### src/rtl/float_dot_pkg.sv
// float_dot_pkg: shared state encoding and float word helpers for the dot-product sequencer
package float_dot_pkg;
  typedef enum logic [1:0] {IDLE, ACCUM, CAPTURE} state_t;
  function automatic int floatWidth(input int exp_w, input int frac_w);
    return 1 + exp_w + frac_w;
  endfunction
  function automatic logic [63:0] zeroWord();
    return '0;
  endfunction
endpackage

### src/rtl/float_result_slot.sv
// float_result_slot: one-entry valid/ready holding register for the captured sum and element count
module float_result_slot #(
  parameter int W  = 14,
  parameter int CW = 16
) (
  input  logic          clock,
  input  logic          reset,
  input  logic          i_load,
  input  logic [W-1:0]  i_data,
  input  logic [CW-1:0] i_count,
  input  logic          i_ready,
  output logic          o_valid,
  output logic [W-1:0]  o_data,
  output logic [CW-1:0] o_count,
  output logic          o_free
);
  logic          r_valid;
  logic [W-1:0]  r_data;
  logic [CW-1:0] r_count;
  assign o_free  = !r_valid | i_ready;
  assign o_valid = r_valid;
  assign o_data  = r_data;
  assign o_count = r_count;
  always_ff @(posedge clock) begin
    if (reset) begin
      r_valid <= 1'b0;
      r_data  <= '0;
      r_count <= '0;
    end else if (i_load) begin
      r_valid <= 1'b1;
      r_data  <= i_data;
      r_count <= i_count;
    end else if (i_ready) begin
      r_valid <= 1'b0;
    end
  end
endmodule

### src/rtl/float_dot_sequencer.sv
// float_dot_sequencer: frames (a,b) pairs into vectors for a free-running MAC and captures each dot product
module float_dot_sequencer
  import float_dot_pkg::*;
#(
  parameter int EXP_IN_A    = 3,
  parameter int FRAC_IN_A   = 2,
  parameter int EXP_IN_B    = 3,
  parameter int FRAC_IN_B   = 2,
  parameter int EXP_OUT     = 5,
  parameter int FRAC_OUT    = 8,
  parameter int COUNT_WIDTH = 16
) (
  input  logic                                       clock,
  input  logic                                       reset,
  input  logic                                       inValid,
  output logic                                       inReady,
  input  logic                                       inLast,
  input  logic [floatWidth(EXP_IN_A, FRAC_IN_A)-1:0] inA,
  input  logic [floatWidth(EXP_IN_B, FRAC_IN_B)-1:0] inB,
  output logic [floatWidth(EXP_IN_A, FRAC_IN_A)-1:0] macA,
  output logic [floatWidth(EXP_IN_B, FRAC_IN_B)-1:0] macB,
  output logic [floatWidth(EXP_OUT, FRAC_OUT)-1:0]   macAccIn,
  input  logic [floatWidth(EXP_OUT, FRAC_OUT)-1:0]   macAccOut,
  output logic                                       resultValid,
  input  logic                                       resultReady,
  output logic [floatWidth(EXP_OUT, FRAC_OUT)-1:0]   result,
  output logic [COUNT_WIDTH-1:0]                     resultCount
);
  localparam int WA = floatWidth(EXP_IN_A, FRAC_IN_A);
  localparam int WB = floatWidth(EXP_IN_B, FRAC_IN_B);
  localparam int WO = floatWidth(EXP_OUT, FRAC_OUT);
  localparam logic [WA-1:0] ZA = WA'(zeroWord());
  localparam logic [WB-1:0] ZB = WB'(zeroWord());
  localparam logic [WO-1:0] ZO = WO'(zeroWord());
  state_t                 r_state, w_next;
  logic [COUNT_WIDTH-1:0] r_count;
  logic                   w_free, w_accept, w_first, w_load, w_sat;
  assign w_sat = &r_count;
  always_ff @(posedge clock) begin
    r_state <= reset ? IDLE : w_next;
  end
  always_comb begin
    w_next = r_state;
    if (w_first) w_next = w_accept ? (inLast ? CAPTURE : ACCUM) : IDLE;
    else if (r_state == ACCUM && w_accept && inLast) w_next = CAPTURE;
  end
  // A free slot in CAPTURE both drains the finished sum and opens the next vector
  always_comb begin
    inReady  = reset ? 1'b0 : r_state == CAPTURE ? w_free : r_state == ACCUM ? !w_sat : 1'b1;
    w_accept = inValid & inReady;
    w_first  = r_state == IDLE || (r_state == CAPTURE && w_free);
    w_load   = !reset && r_state == CAPTURE && w_free;
    macA     = w_accept ? inA : ZA;
    macB     = w_accept ? inB : ZB;
    macAccIn = (reset || w_first) ? ZO : macAccOut;
  end
  always_ff @(posedge clock) begin
    if (reset) r_count <= '0;
    else if (w_accept) r_count <= w_first ? COUNT_WIDTH'(1) : r_count + COUNT_WIDTH'(1);
  end
  float_result_slot #(.W(WO), .CW(COUNT_WIDTH)) u_slot (
    .clock   (clock),
    .reset   (reset),
    .i_load  (w_load),
    .i_data  (macAccOut),
    .i_count (r_count),
    .i_ready (resultReady),
    .o_valid (resultValid),
    .o_data  (result),
    .o_count (resultCount),
    .o_free  (w_free)
  );
endmodule

### config.mk
export PLATFORM = sky130hd
export DESIGN_NAME = float_dot_sequencer
export DESIGN_NICKNAME = d
export VERILOG_FILES = /design/src/rtl/float_dot_pkg.sv /design/src/rtl/float_result_slot.sv /design/src/rtl/float_dot_sequencer.sv
export SDC_FILE = /design/constraint.sdc
export NUM_CORES = 1
export LEC_CHECK = 0
export CELL_PAD_IN_SITES_DETAIL_PLACEMENT = 1
export CELL_PAD_IN_SITES_GLOBAL_PLACEMENT = 1
export CORE_MARGIN = 2
export CORE_UTILIZATION = 30
export DETAILED_ROUTE_END_ITERATION = 16
export MAX_ROUTING_LAYER = met4
export PLACE_DENSITY_LB_ADDON = 0.12
export SETUP_SLACK_MARGIN = 0.4
export SLEW_MARGIN = 30
export SYNTH_ARGS = -nofsm -noshare
export SYNTH_HDL_FRONTEND = slang
export SYNTH_SLANG_ARGS = --single-unit
### constraint.sdc
create_clock -name clock -period 2 [get_ports clock]
set_clock_uncertainty 0.05 [all_clocks]
set_input_delay 0.4 -clock clock [delete_from_list [all_inputs] [get_ports clock]]
set_output_delay 0.4 -clock clock [all_outputs]
set_load 0.05 [all_outputs]
==> results.py, run 1 <==
metrics = {
    "global_routing": {
        "gr-total-overflow": 0,
        "grt_pass1_vias": 2734,
        "grt.total_usage": 0.213,
        "busiest_layer": "met2",
        "grt_util_met1": 0.254,
        "grt_util_met3": 0.0317,
        "grt_pass1_wl_microns": 13800,
        "grtUsageMet2": 0.368,
        "grt_start_max_net_pins": 31,
        "antenna_found_initial": 0,
    },
    "timing": {
        "tns_ns": -6.20,
        "max_freq_mhz": 429,
        "period_share": 1.16,
        "slew_viol_final": 0,
        "setup_viol": 27,
        "setup_ws_ns": -0.329,
        "rsz0062_at_grt": "yes",
        "max_slew_margin": 0.776,
        "max_slew.worst_pin.slew_ns": 0.335,
        "hold_viol": 0,
        "fin_crit_ns": 2.33,
    },
    "yosys": {
        "synth_adder_area_share": 0.00557,
        "yosys-top-cells-area": "dfxtp_1 44%, nand2_1 12%, a21oi_1 10%, and2_1 7.8%, clkbuf_1 2.0%",
        "ys_types": 37,
        "syn_nets": 320,
        "synth-xor-area-share": 0.0117,
        "synth_most_common_cell": "nand2_1",
        "synth_edf_count": 0,
        "async_reset_ff_frac": 0,
        "synth_ff_type": "dfxtp_1",
        "synth_area_leader_cell": "dfxtp_1",
        "synth-compound-area-share": 0.155,
        "ys_ff_latch": 49,
        "synth.avg_cell_area_sq_um": 7.80,
        "synth_top_family_by_area": "simple AND/OR/NAND/NOR gates",
        "synthSimpleGateAreaFrac": 0.348,
        "synthCells": 288,
        "synth_top_area_frac": 0.437,
        "yosysSeqAreaShare": 0.437,
        "yosysWarnings": 0,
        "syn_area_sq_um": 2250,
        "synth_common_cells": "69 x nand2_1, 49 x dfxtp_1, 46 x a21oi_1",
        "synth.area.mux_share": 0,
    },
    "final_layout": {
        "nNetsFinal": 455,
        "areaGrowthSynthToFinish_pct": 90.1,
        "antenna_cells": 0,
        "fin_cells": 523,
        "final_layout_size_suffix_gt1_frac": 0.458,
    },
    "routing": {
        "vias_per_cell": 4.98,
        "dr.pass1.iters": 4,
        "vias": 2602,
        "drc": 0,
        "dr.first_iter.drc_count": 73,
        "wl_per_cell_microns": 17.9,
        "ant_nets": 0,
        "routed_wl_microns": 9380,
    },
    "job": {
        "max-cap-violations": 0,
    },
    "floorplan": {
        "core_sq_um": 7250,
        "io_pins": 89,
        "start_util": 0.310,
        "die_w_microns": 90.5,
        "die_y_microns": 90.5,
        "dieArea_sq_um": 8200,
        "num_rows": 31,
    },
    "clocking": {
        "cts.path.max_buffers": 2,
        "holdBufCountCts": 0,
        "clock_sinks": 49,
        "cts-root-buf": "clkbuf_8",
        "path_clk_slew_ns": 0.10,
        "clk_latency_ns": 0.31,
        "cts_buffers": 5,
        "cts_tree": "yes",
        "htreeDepth": 2,
    },
    "power_and_ir_drop": {
        "powerDensity_nw_per_um2": 488,
        "ir_drop_mv": 0.268,
        "power_uw": 2080,
        "p_leak_uw": 0.00163,
    },
    "setup_path": {
        "path_buf_inv": 2,
        "cp_slowest_cell": "dfxtp_4",
        "start_kind": "flip-flop",
        "critPathKind": "flip-flop to primary output",
        "critPathTopFamily": "simple AND/OR/NAND/NOR gates",
        "max_stage_delay_ns": 0.38,
        "critical_path_required_ns": 1.55,
        "path_cells": "ha_4, and3_4, nand4_1, o21a_1, buf_12, and2_4, buf_12",
        "cp-end-kind": "primary output",
        "worstPathMaxFanout": 15,
        "crit_arrival_ns": 1.88,
        "cp_common_cell": "buf_12",
    },
    "placement": {
        "dp.cells": 488,
        "place.gp.congestion": 0.797,
        "io_buffer_count": 88,
        "dp_hpwl_microns": 5750,
    },
    "status": {
        "status": "finished, violations left",
        "violations": "negative setup slack",
    },
    "worst_hold_path": {
        "holdCritPathClass": "flip-flop to flip-flop",
    },
}
## state kept, by name (all words and copies together), names as in the netlist
signal          flops
u_slot.o_valid      1
u_slot.o_data      14
u_slot.o_count     16
r_count            16
r_state             2
## metrics by stage
stage,util,area (sq um),hold WS (ns),setup slack (ns)
5_1_grt,0.589,4270,0.434,-0.391
4_1_cts,0.556,4030,0.414,-0.296
6_report,0.589,4270,0.414,-0.329
2_1_floorplan,-,2390,0.396,0.0957
3_5_place_dp,0.500,3630,0.399,-0.457
3_3_place_gp,0.500,3630,0.391,-0.436
## metal layers
layer	vias to the layer above	wire (microns)
li1	1247	-
met1	1280	3940
met2	56	4940
met3	19	301
met4	0	204
met5	-	0
## path summary, 6_finish.rpt
check | start | end | slack, ns | depth (start not counted)
worst min-delay path | u_slot.o_count[12] | u_slot.o_count[12] | 0.41 | 2
worst min register to register | u_slot.o_count[12] | u_slot.o_count[12] | 0.41 | 2
worst max-delay path | r_count[1] | macA[2] | -0.33 | 7
worst max register to register | r_count[1] | r_count[0] | 0 | 10
## cells by family (layout without fill, tap and decap cells)
kind of cell / after synthesis / in the layout
simple gates: 149 / 149
compound gates: 65 / 65
fa+ha+maj: 1 / 1
flops: 49 / 49
buf+inv: 21 / 157
xor+xnor: 3 / 3
## worst reg2reg max path, delay by kind of cell (launching register included)
| kind | cells | cell delay [ns] |
|---|---|---|
| adder cells (fa/ha/maj) | 1 | 0.13 |
| AO/OA/AOI/OAI | 2 | 0.37 |
| AND/OR/NAND/NOR | 3 | 0.39 |
| flip-flops | 1 | 0.38 |
| buffers and inverters | 4 | 0.59 |
## repair_timing
action,in CTS,in global routing
buffers inserted,13,13
cloned,1,0
pin swaps,17,18
setup endpoints to repair,71,46
resized for setup,119,34
## cells in the final DEF, fill, tap and decap left out, types with 2 or more instances in the layout
| cell | count |
|---|---|
| a21oi_1 | 40 |
| a21oi_2 | 5 |
| and2_1 | 2 |
| and2_4 | 27 |
| and3_1 | 2 |
| and4_1 | 3 |
| buf_12 | 16 |
| buf_4 | 46 |
| buf_6 | 25 |
| buf_8 | 3 |
| clkbuf_8 | 5 |
| clkdlybuf4s15_2 | 25 |
| clkdlybuf4s50_1 | 27 |
| dfxtp_1 | 43 |
| dfxtp_2 | 4 |
| dfxtp_4 | 2 |
| inv_1 | 2 |
| nand2_1 | 67 |
| nand2b_1 | 2 |
| nand2b_4 | 2 |
| nand3_1 | 3 |
| nand4_1 | 5 |
| nand4b_1 | 4 |
| nor2_1 | 7 |
| nor2_2 | 3 |
| nor2_4 | 2 |
| nor2b_1 | 2 |
| o21ai_0 | 4 |
| o21ai_1 | 2 |
| o21ai_2 | 2 |
| o21ai_4 | 4 |
| or3_1 | 4 |
| xor2_1 | 3 |
## report_power, final
group / leakage [uW] / switching [uW] / total (uW) / internal [uW]
Combinational: 0.00118 / 207 / 403 / 196
Clock: 0.0000536 / 364 / 690 / 326
Sequential: 0.000399 / 8.14 / 991 / 983
Total: 0.00163 / 579 / 2080 / 1510
## layout make-up
class | count | area (sq um)
tap | 99 | 124
inverter | 2 | 7.51
multi-input combinational | 218 | 1440
sequential | 49 | 993
clock buffer | 7 | 97.6
clock inverter | 1 | 8.76
timing repair buffer | 147 | 1600
fill | 841 | 2980
Power figures use the tool's default switching activity.
==> inputs of run 2 (changes only) <==
CORE_MARGIN = 1   (was 2)
TNS_END_PERCENT = 5   (was default)
==> results.py, run 2 (synthesized netlist as in run 1, its figures left out) <==
metrics = {
    "worst_hold_path": {
        "hold_start": "u_slot.o_count[15]",
        "holdCritPathClass": "flip-flop to flip-flop",
    },
    "global_routing": {
        "grt_pass1_vias": 2395,
        "busiest_layer": "met2",
        "grt.total_usage": 0.204,
        "antenna_found_initial": 0,
        "grt_util_met1": 0.235,
        "grt_util_met3": 0.0317,
        "grt_start_max_net_pins": 44,
        "gr-total-overflow": 0,
        "grtUsageMet2": 0.364,
        "grt_pass1_wl_microns": 11800,
    },
    "status": {
        "status": "finished, violations left",
        "violations": "negative setup slack",
    },
    "power_and_ir_drop": {
        "p_leak_uw": 0.00149,
        "swShare": 0.253,
        "powerDensity_nw_per_um2": 537,
        "pwr-share-comb": 0.169,
        "p_switching_uw": 527,
        "p_seq_frac": 0.476,
        "ir_drop_mv": 0.251,
        "internal-power_uw": 1560,
        "p_clk_frac": 0.355,
    },
    "placement": {
        "placed_area_sq_um": 3640,
        "dp_hpwl_microns": 5430,
        "io_buffer_count": 88,
        "place_ws_ns": -0.436,
        "place.gp.congestion": 0.838,
        "dp.cells": 492,
    },
    "routing": {
        "ant_nets": 0,
        "wl_per_cell_microns": 14.8,
        "vias_per_cell": 4.85,
        "vias": 2450,
        "dr.first_iter.drc_count": 81,
        "drc": 0,
        "dr.pass1.iters": 4,
        "routed_wl_microns": 7480,
    },
    "final_layout": {
        "stdcell_area_sq_um": 3890,
        "areaGrowthSynthToFinish_pct": 72.9,
        "final_util": 0.536,
        "final_cell_mix": "67 x nand2_1, 44 x dfxtp_1, 43 x a21oi_1",
        "final_common_cell": "nand2_1",
        "final_layout_size_suffix_gt1_frac": 0.409,
        "nNetsFinal": 437,
        "antenna_cells": 0,
        "fin_cells": 505,
    },
    "timing": {
        "max_slew_margin": 0.680,
        "rsz0062_at_grt": "yes",
        "slew_viol_final": 0,
        "hold_viol": 0,
        "max_freq_mhz": 439,
        "fin_crit_ns": 2.28,
        "setup_ws_ns": -0.277,
        "tns_ns": -3.45,
        "period_share": 1.14,
        "setup_viol": 18,
        "max_slew.worst_pin.slew_ns": 0.480,
    },
    "job": {
        "max-cap-violations": 0,
    },
    "floorplan": {
        "io_pins": 89,
        "die_y_microns": 88.5,
        "core_sq_um": 7250,
        "start_util": 0.310,
        "die_w_microns": 88.5,
        "num_rows": 31,
        "dieArea_sq_um": 7840,
    },
    "clocking": {
        "clock_sinks": 49,
        "htreeDepth": 2,
        "path_clk_slew_ns": 0.09,
        "clk_latency_ns": 0.31,
        "cts_buffers": 5,
        "cts_tree": "yes",
        "cts.path.max_buffers": 2,
        "cts-root-buf": "clkbuf_8",
        "holdBufCountCts": 0,
    },
    "setup_path": {
        "worstPathMaxFanout": 14,
        "crit_path_start": "r_count[1]",
        "crit_arrival_ns": 1.83,
        "cp-end-kind": "primary output",
        "critPathKind": "flip-flop to primary output",
        "start_kind": "flip-flop",
        "critical_path_required_ns": 1.55,
        "reg2reg_from": "r_count[1]",
    },
}
run 2: critical path: stages (launching register included):
cell and delay [ns]:
dfxtp_2 0.37, ha_4 0.15, and3_4 0.19, nand4_1 0.11, o21a_1 0.24, buf_12 0.16, and2_4 0.16, buf_12 0.14
run 2: cell type report:
type	count	area (sq um)
Clock buffer	7	86.3
Tap cell	99	124
Multi-Input combinational cell	218	1350
Inverter	2	7.51
Timing Repair Buffer	129	1300
Clock inverter	1	30.0
Sequential cell	49	990
Fill cell	860	3370
run 2: through the flow:
stage                     power (uW)  hold WS (ns)
after floorplan                 1180         0.396
after global placement          1350         0.392
after detailed placement        1360         0.397
after CTS                       2110         0.410
after global routing            2160         0.426
final                           2090         0.406
run 2: repair_timing:
item / CTS / global route
setup buffers: 2 / 3
resized for setup: 101 / 18
setup endpoints to repair: 73 / 57
cloned: 0 / 0
pin swaps: 30 / 9
endpoints found under the hold margin: 0 / 0
run 2: final timing paths:
check                       end  slack (ns)  depth (start not counted)
max                     macB[5]       -0.28                          7
min          u_slot.o_count[15]        0.41                          2
max reg2reg          r_count[5]       -0.01                         10
min reg2reg  u_slot.o_count[15]        0.41                          2
run 2: metal layers:
layer,up-vias,share of wire
met2,60,0.52
met1,1174,0.43
met3,8,0.043
li1,1208,-
met4,0,0.012
met5,-,0
run 2: power by group through the flow:
| stage | Combinational [uW] | Clock (uW) | Sequential (uW) |
|---|---|---|---|
| 6_report | 353 | 740 | 993 |
| 4_1_cts | 355 | 764 | 993 |
| 3_3_place_gp | 337 | 0 | 1010 |
| 5_1_grt | 372 | 795 | 994 |
| 2_1_floorplan | 141 | 0 | 1040 |
| 3_5_place_dp | 343 | 0 | 1020 |
==> inputs of run 3 (changes only) <==
CORE_ASPECT_RATIO = 0.75   (was default)
==> results.py, run 3 (synthesized netlist as in run 1, its figures left out) <==
metrics = {
    "clocking": {
        "htreeDepth": 2,
        "path_clk_slew_ns": 0.10,
        "cts_buffers": 5,
        "cts_tree": "yes",
        "cts.path.max_buffers": 2,
        "cts-root-buf": "clkbuf_8",
        "clk_latency_ns": 0.30,
        "holdBufCountCts": 0,
        "clock_sinks": 49,
    },
    "routing": {
        "wl_per_cell_microns": 16.2,
        "routed_wl_microns": 8190,
        "wl_met2_microns": 4090,
        "ant_nets": 0,
        "met1_length_microns": 3700,
        "drc": 0,
        "dr.pass1.iters": 4,
        "vias": 2477,
        "wl_met3_microns": 300,
        "dr.first_iter.drc_count": 60,
        "vias_per_cell": 4.90,
        "highest_layer": "met4",
    },
    "job": {
        "max-cap-violations": 0,
    },
    "final_layout": {
        "fin_cells": 506,
        "antenna_cells": 0,
        "areaGrowthSynthToFinish_pct": 80.6,
        "final_util": 0.578,
        "final_layout_size_suffix_gt1_frac": 0.431,
        "final_cell_mix": "68 x nand2_1, 44 x dfxtp_1, 41 x a21oi_1",
        "nFillCells": 822,
        "nNetsFinal": 439,
        "final_common_cell": "nand2_1",
        "stdcell_area_sq_um": 4060,
    },
    "worst_hold_path": {
        "hold_start": "reset",
        "whs_endpoint": "u_slot.o_valid",
        "min_path_cells": 2,
        "holdCritPathClass": "primary input to flip-flop",
    },
    "setup_path": {
        "start_kind": "flip-flop",
        "reg2reg_from": "r_count[1]",
        "worstPathMaxFanout": 7,
        "path_buf_inv": 2,
        "critPathKind": "flip-flop to primary output",
        "cp_common_cell": "buf_12",
        "cp-end-kind": "primary output",
        "cp_slowest_cell": "dfxtp_4",
        "r2r-end": "r_count[9]",
        "critical_path_required_ns": 1.55,
        "max_stage_delay_ns": 0.37,
        "critPathTopFamily": "simple AND/OR/NAND/NOR gates",
        "crit_arrival_ns": 1.81,
        "path_cells": "ha_4, and3_4, nand4_1, o21a_4, buf_12, and2_4, buf_12",
        "r2r_slack_ns": -0.06,
        "worst_r2r_path_depth": 10,
    },
    "global_routing": {
        "antenna_found_initial": 0,
        "grt_pass1_vias": 2620,
        "grt.total_usage": 0.228,
        "gr-total-overflow": 0,
        "grt_pass1_wl_microns": 13400,
        "grt_start_max_net_pins": 33,
    },
    "power_and_ir_drop": {
        "pwr-share-comb": 0.191,
        "ir_drop_mv": 0.372,
        "p_clk_frac": 0.312,
        "swShare": 0.274,
        "p_seq_frac": 0.497,
        "p_switching_uw": 545,
        "powerDensity_nw_per_um2": 490,
        "p_leak_uw": 0.00154,
        "internal-power_uw": 1450,
    },
    "placement": {
        "placed_area_sq_um": 3620,
        "place_ws_ns": -0.443,
        "dp_hpwl_microns": 5650,
        "io_buffer_count": 88,
        "dp.cells": 486,
        "place.gp.congestion": 0.805,
    },
    "timing": {
        "max_slew.worst_pin.slew_ns": 0.368,
        "holdWs_ns": 0.379,
        "setup_ws_ns": -0.263,
        "slew_viol_final": 0,
        "hold_viol": 0,
        "max_slew_margin": 0.754,
        "period_share": 1.13,
        "max_freq_mhz": 442,
        "rsz0062_at_grt": "yes",
        "setup_viol": 23,
        "fin_crit_ns": 2.26,
    },
    "floorplan": {
        "die_w_microns": 102,
        "core_sq_um": 7030,
        "die_y_microns": 77.0,
        "io_pins": 89,
        "start_util": 0.320,
        "num_rows": 26,
        "dieArea_sq_um": 7840,
    },
    "status": {
        "violations": "negative setup slack",
        "status": "finished, violations left",
    },
}
-- run 3: changes by cell type in the layout (fill, tap and decap cells not counted), moves of 5 or more --
| cell | delta |
|---|---|
| buf_4 | -6 |
| buf_6 | -7 |
| buf_8 | +10 |
| clkbuf_2 | -5 |
| clkdlybuf4s15_2 | +8 |
-- run 3: final cells by class --
type	count	area (sq um)	share of cell area
clock inverters	2	13.8	0.00339
clock buffers	6	82.6	0.0203
inverters	2	7.51	0.00185
flip-flops and latches	49	997	0.246
well taps	98	123	0.0302
repair buffers	131	1440	0.356
multi-input cells	218	1390	0.343
-- run 3: per-layer routing --
layer / global-route usage / up-vias
li1: - / 1211
met1: 0.290 / 1207
met2: 0.380 / 51
met3: 0.0365 / 8
met4: 0.0471 / 0
met5: - / -
-- run 3: how the worst max path moves through the flow --
stage / startpoint / to / slack, ns / depth (start not counted)
2_1_floorplan: r_count[0] / inReady / 0.1 / 5
3_3_place_gp: resultReady / macAccIn[0] / -0.38 / 7
3_5_place_dp: resultReady / macAccIn[0] / -0.44 / 7
4_1_cts: r_count[0] / macA[1] / -0.31 / 7
5_1_grt: r_count[0] / macA[1] / -0.32 / 7
6_report: r_count[1] / macA[1] / -0.26 / 7
-- run 3: power by group through the flow --
stage,Sequential [uW],Clock (uW),Combinational (uW)
after floorplan,1040,0,141
after global placement,1010,0,338
after detailed placement,1010,0,344
after CTS,990,643,372
after global routing,991,683,401
final,989,621,380
-- run 3: timing repair --
action / CTS / global route
setup buffers: 7 / 4
setup endpoints to repair: 73 / 53
gates cloned: 1 / 0
gates resized for setup: 131 / 24
pin swaps: 31 / 13
-- run 3: per-stage QoR --
step / setup TNS [ns] / total power, uW
finish: -3.54 / 1990
global route: -5.24 / 2070
CTS: -4.03 / 2000
detailed placement: -14.02 / 1360
global placement: -12.36 / 1350
floorplan: 0 / 1180
